$ cat config.mk
export PLATFORM = sky130hd
export DESIGN_NAME = ram_controller_automaton
export DESIGN_NICKNAME = d
export VERILOG_FILES = /design/src/rtl/ram_ctrl_pkg.sv /design/src/rtl/ram_controller_automaton.sv
export SDC_FILE = /design/constraint.sdc
export NUM_CORES = 1
export LEC_CHECK = 0
export CAP_MARGIN = 40
export CORE_AREA = 2 2 81 83
export CTS_BUF_LIST = sky130_fd_sc_hd__clkbuf_8 sky130_fd_sc_hd__clkbuf_16
export CTS_CLUSTER_DIAMETER = 50
export DETAILED_ROUTE_END_ITERATION = 8
export DIE_AREA = 0 0 83 85
export GPL_TIMING_DRIVEN = 0
export PLACE_DENSITY = 0.72
export SLEW_MARGIN = 10
export SYNTH_ARGS = -nofsm -noshare
export SYNTH_HDL_FRONTEND = slang
export SYNTH_SLANG_ARGS = --single-unit
$ cat constraint.sdc
create_clock -name clk -period 2.1 [get_ports clk]
set_input_delay 0.315 -clock clk [delete_from_list [all_inputs] [get_ports clk]]
set_output_delay 0.315 -clock clk [all_outputs]
set_load 0.005 [all_outputs]
$ cat src/rtl/ram_ctrl_pkg.sv
// Shared widths, state encoding and strobe polarity for the SRAM controller.
package ram_ctrl_pkg;

  localparam int ADDR_W = 24;
  localparam int DATA_W = 16;

  // SRAM strobes are active-low.
  localparam logic STROBE_ON  = 1'b0;
  localparam logic STROBE_OFF = 1'b1;

  typedef enum logic [2:0] {
    IDLE     = 3'd0,
    WR_SETUP = 3'd1,
    WR_PULSE = 3'd2,
    WR_HOLD  = 3'd3,
    RD_SETUP = 3'd4,
    RD_WAIT  = 3'd5
  } ramState;

  // A read delay of zero cycles is not physically meaningful; clamp it to one.
  function automatic int effectiveDelay(input int n);
    return (n < 1) ? 1 : n;
  endfunction

endpackage

$ cat src/rtl/ram_controller_automaton.sv
// Controller FSM sequencing one write or one read per request to an
// asynchronous 16-bit SRAM. Requests are sampled whenever the FSM is idle.
module ram_controller_automaton
  import ram_ctrl_pkg::*;
#(
  parameter int CLOCK_TICKS_FOR_READ_DELAY = 1
) (
  input  logic              clk,
  input  logic              rst,
  input  logic              opSelect,
  input  logic [ADDR_W-1:0] addrIn,
  input  logic [DATA_W-1:0] dataIn,
  output logic [ADDR_W-1:0] addrOut,
  output logic [DATA_W-1:0] dataOut,
  output logic              chipEnable,
  output logic              outputEnable,
  output logic              writeEnable,
  output logic              lowerByte,
  output logic              upperByte
);

  localparam int N_EFF = effectiveDelay(CLOCK_TICKS_FOR_READ_DELAY);
  localparam int CNT_W = $clog2(N_EFF + 1);

  ramState              stateReg;
  ramState              stateNext;
  logic [ADDR_W-1:0]    addrReg;
  logic [DATA_W-1:0]    dataReg;
  logic [CNT_W-1:0]     waitCount;
  logic                 waitDone;

  // Last RD_WAIT cycle: read data is latched on this edge.
  assign waitDone = (waitCount == CNT_W'(1));

  assign addrOut = addrReg;
  assign dataOut = dataReg;

  // State register; reset forces IDLE so the strobes drop inactive immediately.
  always_ff @(posedge clk or posedge rst) begin
    if (rst) begin
      stateReg <= IDLE;
    end else begin
      stateReg <= stateNext;
    end
  end

  // Address/data capture and read-delay countdown.
  always_ff @(posedge clk or posedge rst) begin
    if (rst) begin
      addrReg   <= '0;
      dataReg   <= '0;
      waitCount <= '0;
    end else begin
      case (stateReg)
        IDLE: begin
          addrReg <= addrIn;
          if (opSelect) begin
            dataReg <= dataIn;
          end
        end
        RD_SETUP: begin
          waitCount <= CNT_W'(N_EFF);
        end
        RD_WAIT: begin
          waitCount <= waitCount - CNT_W'(1);
          if (waitDone) begin
            dataReg <= dataIn;
          end
        end
        default: begin
        end
      endcase
    end
  end

  // Next-state logic and strobe decode; strobes depend on the state register only.
  always_comb begin
    stateNext    = stateReg;
    chipEnable   = STROBE_OFF;
    outputEnable = STROBE_OFF;
    writeEnable  = STROBE_OFF;
    lowerByte    = STROBE_OFF;
    upperByte    = STROBE_OFF;
    case (stateReg)
      IDLE: begin
        stateNext = opSelect ? WR_SETUP : RD_SETUP;
      end
      WR_SETUP: begin
        chipEnable = STROBE_ON;
        lowerByte  = STROBE_ON;
        upperByte  = STROBE_ON;
        stateNext  = WR_PULSE;
      end
      WR_PULSE: begin
        chipEnable  = STROBE_ON;
        lowerByte   = STROBE_ON;
        upperByte   = STROBE_ON;
        writeEnable = STROBE_ON;
        stateNext   = WR_HOLD;
      end
      WR_HOLD: begin
        chipEnable = STROBE_ON;
        lowerByte  = STROBE_ON;
        upperByte  = STROBE_ON;
        stateNext  = IDLE;
      end
      RD_SETUP: begin
        chipEnable   = STROBE_ON;
        outputEnable = STROBE_ON;
        lowerByte    = STROBE_ON;
        upperByte    = STROBE_ON;
        stateNext    = RD_WAIT;
      end
      RD_WAIT: begin
        chipEnable   = STROBE_ON;
        outputEnable = STROBE_ON;
        lowerByte    = STROBE_ON;
        upperByte    = STROBE_ON;
        stateNext    = waitDone ? IDLE : RD_WAIT;
      end
      default: begin
        stateNext = IDLE;
      end
    endcase
  end

endmodule

==> summary.md <==
| Metric | Value |
|---|---|
| Layout cells sized above 1 | `0.311` |
| Clock buffer depth | `2` |
| Die Wd | `~83 um` |
| Crit path from | `stateReg[1]` |
| Critical path endpoint category | `primary output` |
| Commonest non-fill, non-tap cell in the layout | `clkdlybuf4s50_1` |
| Placed Area | `about 2800 um^2` |
| CTS Hold Buffers Added | `0` |
| GR Overflow Total | `0` |
| Setup TNS | `0 ps` |
| Antenna Cells | `0` |
| Die Height | `roughly 85 um` |
| Max Cap Viol | `0` |
| Outcome | `complete, no violations` |
| Clk sinks | `44` |
| Final hold vios | `0` |
| Crit path buf inv count | `4` |
| Yosys cell types | `21` |
| R2R depth | `6` |
| Clk_skew | `approximately 5.3 ps` |
| CP peak stage delay | `about 440 ps` |
| WS Path Type | `reg2out` |
| Hpwl dp | `slightly below 3 mm` |
| Maximum VDD drop | `~620 uV` |
| CP top delay family | `buffers and inverters` |
| Vias | `between 1000 and 1500` |
| Stages on the worst setup path | `5` |
| Layout fillers | `roughly 570` |
| Final worst slack | `around 170 ps` |
| Worst path slowest cell | `clkdlybuf4s50_1` |
| Mapped Area | `around 1800 um^2` |
| WP data arrival | `approximately 1600 ps` |
| PortBufs | `87` |
| Cts bufs inserted | `5` |
| Met2 GRT Util | `0.207` |
| Syn Area/Cell | `between 15 and 20 um^2` |
| Register area share after synthesis | `0.605` |
| Max transition margin | `0.604` |
| Pin count of the biggest net entering global routing | `27` |
| Multi-input gate area | `between 600 and 700 um^2` |
| DIE AREA | `7060 um^2` |
| Min-Delay Path Class | `in2async` |
| Register bit count reported by yosys | `44` |
| All-layer global routing usage | `0.121` |
| TritonCTS clock tree | `yes` |
| Commonest cells after routing, fill and taps aside | `clkdlybuf4s50_1 (84), dfrtp_1 (44), mux2_2 (29)` |
| Pwr Density | `1540 nW/um^2` |
| Skew-Pair Late Insertion Delay | `approximately 290 ps` |
| Num ports | `between 80 and 90` |
| R2R Path Start | `stateReg[1]` |
| H-tree depth | `2` |
| Drt via density | `between 4 and 5` |
| Critical Path End | `outputEnable` |
| Vias in the first global route | `about 1300` |
| Crit-path max FO | `8` |
| Synth warn | `0` |
| Post-Route WL | `roughly 4.0 mm` |
| Worst Tran Pin Value | `about 600 ps` |
| Synth Instances | `between 100 and 150` |
| Met3 GRT Util | `0.0477` |
| Final core area utilization | `0.478` |
| Leakage | `1.27 nW` |
| RSZ-0062 raised after global routing | `no` |
| Area of the core | `approximately 6200 um^2` |
| Tcrit/Tclk final | `0.921` |
| Area occupied by registers | `between 1000 and 1500 um^2` |
| Critical Path, Cell by Cell | `buf_6, buf_4, nor2b_4, inv_1, clkdlybuf4s50_1` |
| Setup WS pre-CTS | `-93.0 ps` |
| Syn nets | `154` |
| Row Count | `29` |
| Drt wl/cell | `about 14 um` |
| Post-route ant nets | `0` |
| Area delta synth->final | `63.1%` |
| Reg2Reg Capture Point | `dataOut[8]` |
| Placer Congestion | `around 0.66` |
| Finish-stage setup viols | `0` |
| Data required, critical path | `roughly 1800 ps` |
| Tmin final | `about 1900 ps` |
| Remaining DRCs | `0` |
| Design area | `between 2000 and 3000 um^2` |
| Met1 GRT Util | `0.142` |
| Clock slew at reported path FFs | `about 90 ps` |
| Worst setup SP type | `flop` |
| Fin. max-slew vios | `0` |
| First-pass GRT wire length | `6.73 mm` |
| Internal reg-to-reg setup slack | `between 300 and 400 ps` |
| Initial antenna violation count | `0` |
| Fmax | `approximately 520 MHz` |
| Grt peak-use layer | `met2` |
| Post-layout nets | `around 250` |
| Detailed Routing Iterations Pass 1 | `4` |
| Starting DRC count in detailed routing | `20` |
| Initial core utilization | `0.293` |
| Root Buffer Master | `clkbuf_8` |
-- area by class of cell --
class                      instances  area share
buffer                             8      0.0253
clock buffer                       5      0.0232
clock inverter                     3      0.0143
inverter                           3     0.00380
multi-input combinational         56       0.214
sequential                        44       0.371
tap                               77      0.0325
timing repair buffer              93       0.315
-- cell usage after synthesis, drive strengths merged --
cell type,number,area [um^2]
nor3,2,21.3
nand2,1,3.75
o21a,1,7.51
dfrtp,44,1100
a221oi,1,8.76
buf,8,71.3
a31oi,1,21.3
xnor2,1,8.76
inv,3,11.3
a21oi,1,5.00
nor2b,1,13.8
nor2,2,7.51
mux2,40,488
nor4b,1,23.8
a21o,2,15.0
nand3,1,5.00
nand2b,1,6.26
-- through the flow --
step                power [mW]  cells  hold WS (ps)
global route              4.88    289           453
finish                    4.56    289           401
CTS                       4.64    288           417
floorplan                 2.71    111           450
global placement          3.84    275           469
detailed placement        3.91    276           490
-- routing by layer --
layer,share of wire,routed length (um),up-vias
met2,0.52,2070,38
met4,0.0072,29,0
met1,0.41,1650,623
li1,-,-,577
met3,0.062,250,4
met5,0,0,-
-- timing repair --
action,4_1_cts,5_1_grt
gates resized for setup,3,1
endpoints found under the setup margin,3,1
pin swaps,1,1
setup buffers,4,1
-- logic make-up after synthesis --
logic type | Yosys count | synth area share
flops | 44 | 0.605
mux | 40 | 0.268
buf+inv | 11 | 0.0454
simple gates | 9 | 0.0447
compound gates | 6 | 0.0316
xor+xnor | 1 | 0.00482
-- power breakdown --
part           switching (mW)  internal (mW)  leakage [nW]
Combinational           0.760           1.65         0.706
Sequential              0.218           1.29         0.514
Clock                   0.289          0.352        0.0541
Total                    1.27           3.29          1.27
-- state kept, by name, summed over array words and instances, names as in the netlist --
signal / cells
waitCount: 1
stateReg: 3
addrOut: 24
dataOut: 16
-- how the worst min path moves through the flow --
stage                startpoint           to  cells after the start
global route                rst   addrOut[4]                      2
CTS                         rst   addrOut[4]                      2
finish                      rst   addrOut[4]                      2
floorplan            addrIn[15]  addrOut[15]                      1
global placement    addrOut[15]  addrOut[15]                      1
detailed placement   dataOut[0]   dataOut[0]                      1
Note: power is estimated with default switching activity, not from simulation.
